$ cat config.mk
export PLATFORM = sky130hd
export DESIGN_NAME = ssp_tx_serializer_flat
export DESIGN_NICKNAME = d
export VERILOG_FILES = /design/src/rtl/ssp_tx_serializer_if.sv /design/src/rtl/ssp_tx_serializer.sv /design/src/flat_wrapper.sv
export SDC_FILE = /design/constraint.sdc
export NUM_CORES = 1
export LEC_CHECK = 0
export CAP_MARGIN = 20
export CORE_MARGIN = 5
export CORE_UTILIZATION = 45
export CTS_CLUSTER_SIZE = 28
export DETAILED_ROUTE_END_ITERATION = 16
export PLACE_DENSITY = 0.74
export SLEW_MARGIN = 30
export SYNTH_ARGS = -nofsm -noshare
export SYNTH_HDL_FRONTEND = slang
export SYNTH_SLANG_ARGS = --single-unit
$ cat constraint.sdc
create_clock -name pclk -period 1.7 [get_ports pclk]
set_input_delay 0.17 -clock pclk [delete_from_list [all_inputs] [get_ports pclk]]
set_output_delay 0.17 -clock pclk [all_outputs]
set_load 0.02 [all_outputs]
$ cat src/rtl/ssp_tx_serializer_if.sv
// SSP transmit path bundle: FIFO head/pop handshake plus serial outputs.
interface ssp_tx_serializer_if #(
  parameter int DATA_WIDTH = 8
);
  logic                  tmit;
  logic [DATA_WIDTH-1:0] txdata;
  logic                  remove;
  logic                  sspclkout;
  logic                  sspfssout;
  logic                  ssptxd;
  logic                  sspoe_b;

  // FIFO / environment side
  modport master (
    output tmit, txdata,
    input  remove, sspclkout, sspfssout, ssptxd, sspoe_b
  );

  // Serializer side
  modport slave (
    input  tmit, txdata,
    output remove, sspclkout, sspfssout, ssptxd, sspoe_b
  );
endinterface

$ cat src/rtl/ssp_tx_serializer.sv
// SSP transmit serializer: pops the FIFO head word and shifts it out MSB-first,
// framed by a one-bit-period sync pulse, on a divided free-running serial clock.
module ssp_tx_serializer #(
  parameter int DATA_WIDTH = 8,
  parameter int CLK_DIV    = 1
) (
  input logic               pclk,
  input logic               clear,
  ssp_tx_serializer_if.slave bus
);

  localparam int CW = (CLK_DIV > 1) ? $clog2(CLK_DIV) : 1;
  localparam int BW = (DATA_WIDTH > 1) ? $clog2(DATA_WIDTH) : 1;
  localparam logic [CW-1:0] DIV_LAST = CW'(CLK_DIV - 1);
  localparam logic [BW-1:0] BIT_LAST = BW'(DATA_WIDTH - 1);

  typedef enum logic [1:0] {IDLE, SHIFT, DRAIN} state_t;

  state_t                state, state_n;
  logic [CW-1:0]         div_cnt, div_n;
  logic                  sclk, sclk_n;
  logic [DATA_WIDTH-1:0] sreg, sreg_n;
  logic [BW-1:0]         bit_cnt, bit_n;
  logic                  remove_r, remove_n;
  logic                  fss_r, fss_n;
  logic                  txd_r, txd_n;
  logic                  oe_b_r, oe_b_n;
  logic                  rise;

  // Register all serializer and divider state; clear forces idle immediately.
  always_ff @(posedge pclk or posedge clear) begin
    if (clear) begin
      state    <= IDLE;
      div_cnt  <= '0;
      sclk     <= 1'b0;
      sreg     <= '0;
      bit_cnt  <= '0;
      remove_r <= 1'b0;
      fss_r    <= 1'b0;
      txd_r    <= 1'b0;
      oe_b_r   <= 1'b1;
    end else begin
      state    <= state_n;
      div_cnt  <= div_n;
      sclk     <= sclk_n;
      sreg     <= sreg_n;
      bit_cnt  <= bit_n;
      remove_r <= remove_n;
      fss_r    <= fss_n;
      txd_r    <= txd_n;
      oe_b_r   <= oe_b_n;
    end
  end

  // Divider plus next-state/output decisions, taken only on serial clock rises.
  always_comb begin
    state_n  = state;
    div_n    = div_cnt;
    sclk_n   = sclk;
    sreg_n   = sreg;
    bit_n    = bit_cnt;
    remove_n = 1'b0;
    fss_n    = fss_r;
    txd_n    = txd_r;
    oe_b_n   = oe_b_r;
    rise     = 1'b0;

    if (div_cnt == DIV_LAST) begin
      div_n  = '0;
      sclk_n = ~sclk;
      rise   = ~sclk;
    end else begin
      div_n = div_cnt + CW'(1);
    end

    if (rise) begin
      case (state)
        IDLE: begin
          if (bus.tmit) begin
            sreg_n   = bus.txdata;
            remove_n = 1'b1;
            fss_n    = 1'b1;
            oe_b_n   = 1'b0;
            txd_n    = 1'b0;
            bit_n    = '0;
            state_n  = SHIFT;
          end
        end
        SHIFT: begin
          txd_n  = sreg[DATA_WIDTH-1];
          sreg_n = sreg << 1;
          fss_n  = 1'b0;
          bit_n  = bit_cnt + BW'(1);
          // LSB goes out on this rise: the next word's sync overlaps it.
          if (bit_cnt == BIT_LAST) begin
            bit_n = '0;
            if (bus.tmit) begin
              sreg_n   = bus.txdata;
              remove_n = 1'b1;
              fss_n    = 1'b1;
            end else begin
              state_n = DRAIN;
            end
          end
        end
        DRAIN: begin
          txd_n   = 1'b0;
          oe_b_n  = 1'b1;
          state_n = IDLE;
        end
        default: state_n = IDLE;
      endcase
    end
  end

  assign bus.remove    = remove_r;
  assign bus.sspclkout = sclk;
  assign bus.sspfssout = fss_r;
  assign bus.ssptxd    = txd_r;
  assign bus.sspoe_b   = oe_b_r;

endmodule

$ cat src/flat_wrapper.sv
// flat-port wrapper written by rule: the top's interface ports become plain ports
module ssp_tx_serializer_flat 
#(
  parameter int DATA_WIDTH = 8,
  parameter int CLK_DIV    = 1
)
  (pclk, clear, bus_tmit, bus_txdata, bus_remove, bus_sspclkout, bus_sspfssout, bus_ssptxd, bus_sspoe_b);
  ssp_tx_serializer_if #(.DATA_WIDTH(DATA_WIDTH)) bus_i ();
  input logic pclk;
  input logic clear;
  input wire logic [$bits(bus_i.tmit)-1:0] bus_tmit;
  input wire logic [$bits(bus_i.txdata)-1:0] bus_txdata;
  output wire logic [$bits(bus_i.remove)-1:0] bus_remove;
  output wire logic [$bits(bus_i.sspclkout)-1:0] bus_sspclkout;
  output wire logic [$bits(bus_i.sspfssout)-1:0] bus_sspfssout;
  output wire logic [$bits(bus_i.ssptxd)-1:0] bus_ssptxd;
  output wire logic [$bits(bus_i.sspoe_b)-1:0] bus_sspoe_b;
  assign bus_i.tmit = bus_tmit;
  assign bus_i.txdata = bus_txdata;
  assign bus_remove = bus_i.remove;
  assign bus_sspclkout = bus_i.sspclkout;
  assign bus_sspfssout = bus_i.sspfssout;
  assign bus_ssptxd = bus_i.ssptxd;
  assign bus_sspoe_b = bus_i.sspoe_b;
  ssp_tx_serializer #(.DATA_WIDTH(DATA_WIDTH), .CLK_DIV(CLK_DIV)) u_core (.pclk(pclk), .clear(clear), .bus(bus_i));
endmodule
# After elaboration in Yosys (flattened, before gate mapping)

Cells that the tools add are included.

Output and inout bits: 5
Register bits: 19
Logic and storage cells: 48

Equality and inequality tests: 6
Reductions and logical operators: 8
Add/subtract/negate cells: 2
Mux-type cells: 22
Bitwise gates (word level): 1

Operator list:

| cell                  | count |
|---|---|
| $mux W8               | 3 |
| $pmux W8 S2           | 1 |
| $reduce_and A3 Y1     | 3 |
| $mux W1               | 7 |
| $mux W2               | 3 |
| $mux W3               | 2 |
| $pmux W1 S2           | 3 |
| $pmux W3 S2           | 1 |
| $ne A2 B2 Y1 const B  | 2 |
| $pmux W2 S2           | 1 |
| $reduce_and A4 Y1     | 1 |
| $reduce_bool A2 Y1    | 2 |
| $add A3 B1 Y3 const B | 1 |
| $eq A3 B3 Y1 const B  | 1 |
| $pmux W1 S3           | 1 |
| $reduce_bool A3 Y1    | 1 |
| $eq A2 B1 Y1 const B  | 1 |
| $eq A2 B2 Y1 const B  | 1 |
| $logic_not A2 Y1      | 1 |
| $ne A2 B1 Y1 const B  | 1 |
| $add A1 B1 Y1 const B | 1 |
| $not A1 Y1            | 1 |

# Longest topological paths before layout

Word-level depth: 4
Mapped depth: 6
Depth with buffers taken out: 5

# Worst setup path after synthesis

OpenSTA, ideal clock, no wires.

Path type: register to register
Start: register u_core.bit_cnt[0]
End: register u_core.sreg[3]
Path buffers: 1
Period minus slack after synthesis: 1664 ps
Setup slack: 36 ps
Arrival: 1582 ps
Cell stages (with the launch flop): 7
Cells stage by stage: dfrtp_1 ha_1 ha_1 and2_4 clkbuf_4 or3b_1 a31oi_1

Word-level cells in the longest chain between the ends: 3

Ends and longest elaborated chain:

| what                   | line                    | source |
|---|---|---|
| from (decl)            | ssp_tx_serializer.sv:23 | `logic [BW-1:0] bit_cnt, bit_n;` |
| from (signal assigned) | ssp_tx_serializer.sv:47 | `bit_cnt <= bit_n;` |
| $eq A3 B3 Y1           | ssp_tx_serializer.sv:95 | `if (bit_cnt == BIT_LAST) begin` |
| $mux W8                | ssp_tx_serializer.sv:95 |  |
| $pmux W8 S2            | ssp_tx_serializer.sv:77 | `case (state)` |
| to (signal assigned)   | ssp_tx_serializer.sv:46 | `sreg <= sreg_n;` |
| to (decl)              | ssp_tx_serializer.sv:22 | `logic [DATA_WIDTH-1:0] sreg, sreg_n;` |

Every way passes these cells.
A chain may end at the register's enable or synchronous reset.

# Final worst setup path

Start: register u_core.bit_cnt[0]
End: register u_core.sreg[5]

The elaborated chain is that of the path after synthesis.

==> results.yml <==
grt:
  gr-total-overflow: 0
  grt_max_degree: 19
  grt_usage_pct: 14.7
  antenna_found_initial: 0
  grt_pass1_wl_mm: 3.14
  first_global_vias: 720
placed_design:
  dp_hpwl_mm: 1.27
  gp_congestion: 0.763
  dp.cells: 131
  detailedPlace.worstSlack_ns: 0.0170
  io_buffers: 15
  dpl-instance-area_um2: 1100
power_and_ir_drop:
  p_total_mw: 1.62
  power.internal_mw: 1.07
  p_per_area_nw_per_um2: 1400
  swShare_pct: 33.8
  ir_drop_mv: 0.951
  pwr-share-clk_pct: 16.3
  p_leak_nw: 0.523
  switching_power_mw: 0.549
  comb_power_share_pct: 40.8
  seqPwrFrac_pct: 42.9
setup_path:
  cpMostUsedCell: "ha_2"
  startpoint: "u_core.bit_cnt[0]"
  path_max_fanout: 7
  cp_cell_sequence: "ha_2 > ha_2 > and2_4 > or3b_2 > a31oi_1"
  end_kind: "flop"
  cp_slowest_cell: "or3b_2"
  critPathKind: "flop to flop"
  cp-start-kind: "flop"
  worstPathRequired_ns: 1.92
  r2r_start: "u_core.bit_cnt[0]"
  crit_arrival_ns: 1.85
  slowest_delay_ns: 0.47
  r2r_setup_slack_ns: 0.07
timing:
  hold_viol: 0
  skew_ns: 0.00228
  finalMaxSlewViolations: 0
  worst_slack_ns: 0.0711
  slew_headroom_pct: 72.8
  setup_viol: 0
  fin_crit_ns: 1.63
  fmax_ghz: 0.614
  fin_crit_sh_pct: 95.8
  hold-worst-slack_ns: 0.175
  worst_pin_slew_ns: 0.407
logic_synthesis:
  dominantRegCellSynth: "dfrtp_1"
  postSynthCellCount: 87
  synth-edff-count: 0
  post-synth-top-count-cell: "dfrtp_1"
  synthTopCellsByArea: "dfrtp_1 (47%), a21oi_1 (5.0%), o21ai_0 (5.0%), a31oi_1 (4.9%), or3b_2 (4.9%)"
  synth-seq-cells: 18
  synth_area_um2: 902
  ys_seq_area_share_pct: 50.1
  ys_warn_count: 0
  yosysTopAreaCellShare_pct: 47.2
  synthesis.nets: 100
  synth_top_cell_by_area: "dfrtp_1"
  synth_common_cells: "dfrtp_1 (17), a21oi_1 (9), o21ai_0 (9)"
  avgSynthCellArea_um2: 10.4
  async_flop_share_pct: 100
  synthDistinctLibCells: 29
die:
  coreArea_um2: 1940
  io_pins: 16
  die_area_um2: 3000
  dieHeight_um: 54.8
  die_w_um: 54.8
  rows: 16
  start_util_pct: 46.5
finish:
  drive_gt1_share_pct: 24.5
  final_cells: 137
  final_cell_area_um2: 1160
  nets: 124
  area_growth_pct: 28.6
  antenna_cells: 0
clocking:
  cts_tree: "built"
  clk-insertion-delay-late_ns: 0.29
  cts.reportedPaths.clkPinSlew_ns: 0.10
  cts_buffers: 3
  cts_sinks: 18
  clock_path_buffers: 2
  cts_max_level: 1
  root_buffer: "clkbuf_4"
route:
  antenna_left: 0
  detail_route.wl_per_cell_um: 14.1
  vias: 762
  viasPerCell: 5.56
  drcViolationCount: 0
  first_pass_iters: 4
  drt-total-wl_mm: 1.93
  drt-initial-drc-count: 19
hold_path:
  hold_class: "input port to async pin"
outcome:
  status: "complete, no violations"
flow_run:
  maxCapViolCount: 0
final timing paths:
kind,end,cells past startpoint
worst max-delay path,u_core.sreg[5],5
worst min-delay path,u_core.bus.remove,3
worst max register to register,u_core.sreg[5],5
worst min register to register,u_core.bus.sspfssout,1
max in group asynchronous,u_core.bus.sspoe_b,3
min in group pclk,u_core.sreg[1],3
metrics by stage:
step                      util [%]  TNS (ns)
final                         59.7         0
after global routing          59.7  -0.00540
after CTS                     58.6         0
after detailed placement      56.8         0
after global placement        56.8         0
after floorplan                  -         0
per-layer routing:
| metal | wire length [µm] | share of wire [%] | vias up | GRT usage (%) |
|---|---|---|---|---|
| met3 | 85 | 4.4 | 2 | 2.72 |
| met4 | 23 | 1.2 | 0 | 8.30 |
| met2 | 890 | 46 | 22 | 22.4 |
| met5 | 0 | 0 | - | 0 |
| met1 | 926 | 48 | 376 | 19.5 |
| li1 | - | - | 362 | - |
cell type report:
class | instances | area, µm²
fillers | 173 | 782
flip-flops and latches | 18 | 453
multi-input cells | 59 | 397
repair buffers | 25 | 225
clock buffers | 4 | 36.3
well taps | 27 | 33.8
inverters | 4 | 15.0
worst max-delay path, delay by kind of cell, from the launching register on:
kind	cells	cell delay (ns)
AND/OR/NAND/NOR	2	0.65
flip-flops	1	0.40
adder cells (fa/ha/maj)	2	0.36
AO/OA/AOI/OAI	1	0.14
sequential cells by signal (all words and copies together) (netlist names):
register / cells
u_core.sreg: 8
u_core.bit_cnt: 3
u_core.state: 2
u_core.bus.remove: 1
u_core.bus.sspclkout: 1
u_core.bus.sspfssout: 1
u_core.bus.sspoe_b: 1
u_core.bus.ssptxd: 1
cell usage in the layout, fill, tap and decap left out, types with 2 or more instances in the layout:
cell type,synthesis,routed
o21ai_0,9,9
nand2_1,3,3
inv_1,4,4
ha_2,0,2
nor2b_1,3,3
a32o_1,2,2
clkbuf_4,1,3
or3b_2,5,5
a21oi_1,9,9
a31oi_1,7,7
dfrtp_1,17,16
or3b_1,2,2
clkdlybuf4s50_1,0,15
buf_4,1,10
nor2_1,4,4
a22o_1,2,2
power groups by stage:
stage               clock (mW)  combinational (mW)  sequential [mW]
finish                   0.264               0.662            0.696
global route             0.294               0.734            0.720
CTS                      0.275               0.641            0.692
detailed placement           0               0.640            0.699
global placement             0               0.622            0.694
floorplan                    0               0.435            0.706
kinds of logic (layout without fill, tap and decap cells):
group / after synthesis / after routing / synth area share (%)
flip-flops: 18 / 18 / 50.1
AO/OA/AOI/OAI: 34 / 34 / 23.6
AND/OR/NAND/NOR: 22 / 23 / 16.2
adder cells (fa/ha/maj): 2 / 2 / 2.77
buffers and inverters: 11 / 33 / 7.35
repair_timing:
item	4_1_cts	5_1_grt
gates cloned	0	1
hold buffers	0	0
pin swaps	2	3
setup buffers	0	1
gates resized for setup	0	3
endpoints found under the setup margin	2	7
No activity file was read; power rests on OpenSTA's default activity.
==> RTL edit 1, RTL diff (same settings) <==
`DATA_WIDTH` is set to 8 in 3 places; all go to 4.
--- a/src/rtl/ssp_tx_serializer_if.sv
+++ b/src/rtl/ssp_tx_serializer_if.sv
@@ -2,3 +2,3 @@
 interface ssp_tx_serializer_if #(
-  parameter int DATA_WIDTH = 8
+  parameter int DATA_WIDTH = 4
 );
--- a/src/rtl/ssp_tx_serializer.sv
+++ b/src/rtl/ssp_tx_serializer.sv
@@ -3,3 +3,3 @@
 module ssp_tx_serializer #(
-  parameter int DATA_WIDTH = 8,
+  parameter int DATA_WIDTH = 4,
   parameter int CLK_DIV    = 1
--- a/src/flat_wrapper.sv
+++ b/src/flat_wrapper.sv
@@ -3,3 +3,3 @@
 #(
-  parameter int DATA_WIDTH = 8,
+  parameter int DATA_WIDTH = 4,
   parameter int CLK_DIV    = 1
Interface: changed (resized bus_txdata); port bits go from 16 to 12. The function was not compared with the original's and may differ.
==> RTL edit 1 against the original RTL <==
Sequential power down 24%; cell area down 36%; die area down 28%; synthesized area down 34%; sequential cell count down 5; clock skew down 0.00070 ns; worst setup slack better by 0.063 ns; power down 32%; wire length down 43%; maximum frequency up 4.0%; largest power group unchanged; first-iteration DRC count down 63%.
==> RTL edit 1: results (changes against the original RTL) <==
CP startpoint=u_core.bus.sspoe_b$_DFFE_PP1P_; vias in the first global route=409 (-43%); cts repair resizes=0 (unchanged); origin of the critical flop-to-flop path=u_core.bit_cnt[0]$_DFFE_PP0P_; Net count, final=78 (-37%); antenna diode count=0 (unchanged); status=finished clean; Post-synth ARST share=100% (unchanged); vias per std cell=5.43 (-2.4%); Mapped Cells=55 (-37%); Net Count, Synth=63 (-37%); main flop type after synthesis=dfrtp_1; Root Driver=clkbuf_4; r2r setup slk=0.20 ns (+0.13 ns); Synth Register Bits=13 (-5); number of distinct library cells after synthesis=21 (-28%); worst r2r dst=u_core.sreg[3]$_DFFE_PP0P_; synth cell count leaders=dfrtp_1, nand2_1, o21ai_0, nor2_1; first drt pass iteration count=3 (-1); DR WL met3=49 um (-42%); VDD IR max=0.000687 V (-28%); post-detail-place hpwl=796 um (-37%); Slowest Stage Delay on Critical Path=0.59 ns (+0.12 ns); WL met2=505 um (-43%); Layout Skew=0.00158 ns (-0.000696 ns); CP Max Fanout=2 (-5); share of cells above drive strength 1=11.6% (-13 points); CP top delay family=buffers and inverters; Leak Pwr=0.343 nW (-34%); FF-to-FF path depth=4 (-1); Seq/Total Area, Yosys=54.5% (+4.4 points); routability cong.=0.704 (-7.7%); Clock Latency Late Sink=0.27 ns (-0.02 ns); highest routed layer=met4; M3 GR Usage=3.91% (+1.2 points); Worst-path clk slew=0.08 ns (-0.02 ns); first-pass GRT wire length=1.84 mm (-41%); gr usage total=12.4% (-2.4 points); 1st-iter DRT viols=7 (-12); H-tree depth=1 (unchanged); Worst-Margin Slew=0.475 ns (+0.0676 ns); biggest regs=u_core.sreg (4), u_core.bit_cnt (2), u_core.state (2); CP endpoint=bus_sspoe_b; M1 GR Usage=16.1% (-3.3 points); cell total after placement=80 (-39%); number of CTS-inserted buffers=3 (unchanged); Routed WL=1.10 mm (-43%); GRT overflow=0 (unchanged); top cells by area, synth=dfrtp_1, dfstp_2, or3b_1; Setup Buffers After CTS=0 (unchanged); grt met2 use=17.9% (-4.6 points); met1 WL=534 um (-42%); via count=456 (-40%); slowest CP cell=clkdlybuf4s50_1; hold crit path type=in -> async; initial antenna violation count=0 (unchanged); TNS Setup=0 ns (unchanged); Clock Tree Buf Depth=2 (unchanged); Buffers on Ports=11 (-4); largest net degree at the start of global routing=14 (-5)
==> RTL edit 1: kinds of logic after synthesis <==
kind of cell / after synthesis / share of synthesized area, %
flops: 13 / 54.5
compound gates: 19 / 22.3
fa+ha+maj: 1 / 2.09
buf+inv: 4 / 4.38
simple gates: 18 / 16.7
==> RTL edit 1: power breakdown <==
group	switching (mW)	internal (mW)	total, mW
combinational	0.183	0.205	0.388
clock	0.0989	0.0907	0.190
sequential	0.0955	0.432	0.527
total	0.377	0.728	1.11
==> RTL edit 1: layout make-up <==
class	instances	area (um2)
Clock buffer	4	26.3
Fill cell	114	542
Inverter	2	7.51
Multi-Input combinational cell	38	246
Sequential cell	13	327
Tap cell	15	18.8
Timing Repair Buffer	12	118
==> RTL edit 1: through the flow <==
step | util (%) | cell area [um2] | setup slack [ns]
final | 57.8 | 743 | 0.134
after global routing | 57.8 | 743 | 0.0845
after CTS | 57.8 | 743 | 0.127
after detailed placement | 55.8 | 717 | 0.195
after global placement | 55.8 | 717 | 0.225
after floorplan | - | 599 | 0.315
==> RTL edit 1: how the worst min path moves through the flow <==
stage / startpoint / endpoint / slack (ns) / cells past startpoint
CTS: clear / u_core.bus.remove$_DFF_PP0_ / 0.23 / 2
finish: clear / u_core.bus.sspfssout$_DFFE_PP0P_ / 0.21 / 2
detailed placement: u_core.bus.sspfssout$_DFFE_PP0P_ / u_core.bus.sspfssout$_DFFE_PP0P_ / 0.46 / 1
global route: clear / u_core.bit_cnt[0]$_DFFE_PP0P_ / 0.24 / 2
global placement: u_core.bus.sspfssout$_DFFE_PP0P_ / u_core.bus.sspfssout$_DFFE_PP0P_ / 0.46 / 1
floorplan: clear / u_core.bit_cnt[0]$_DFFE_PP0P_ / 0.05 / 1
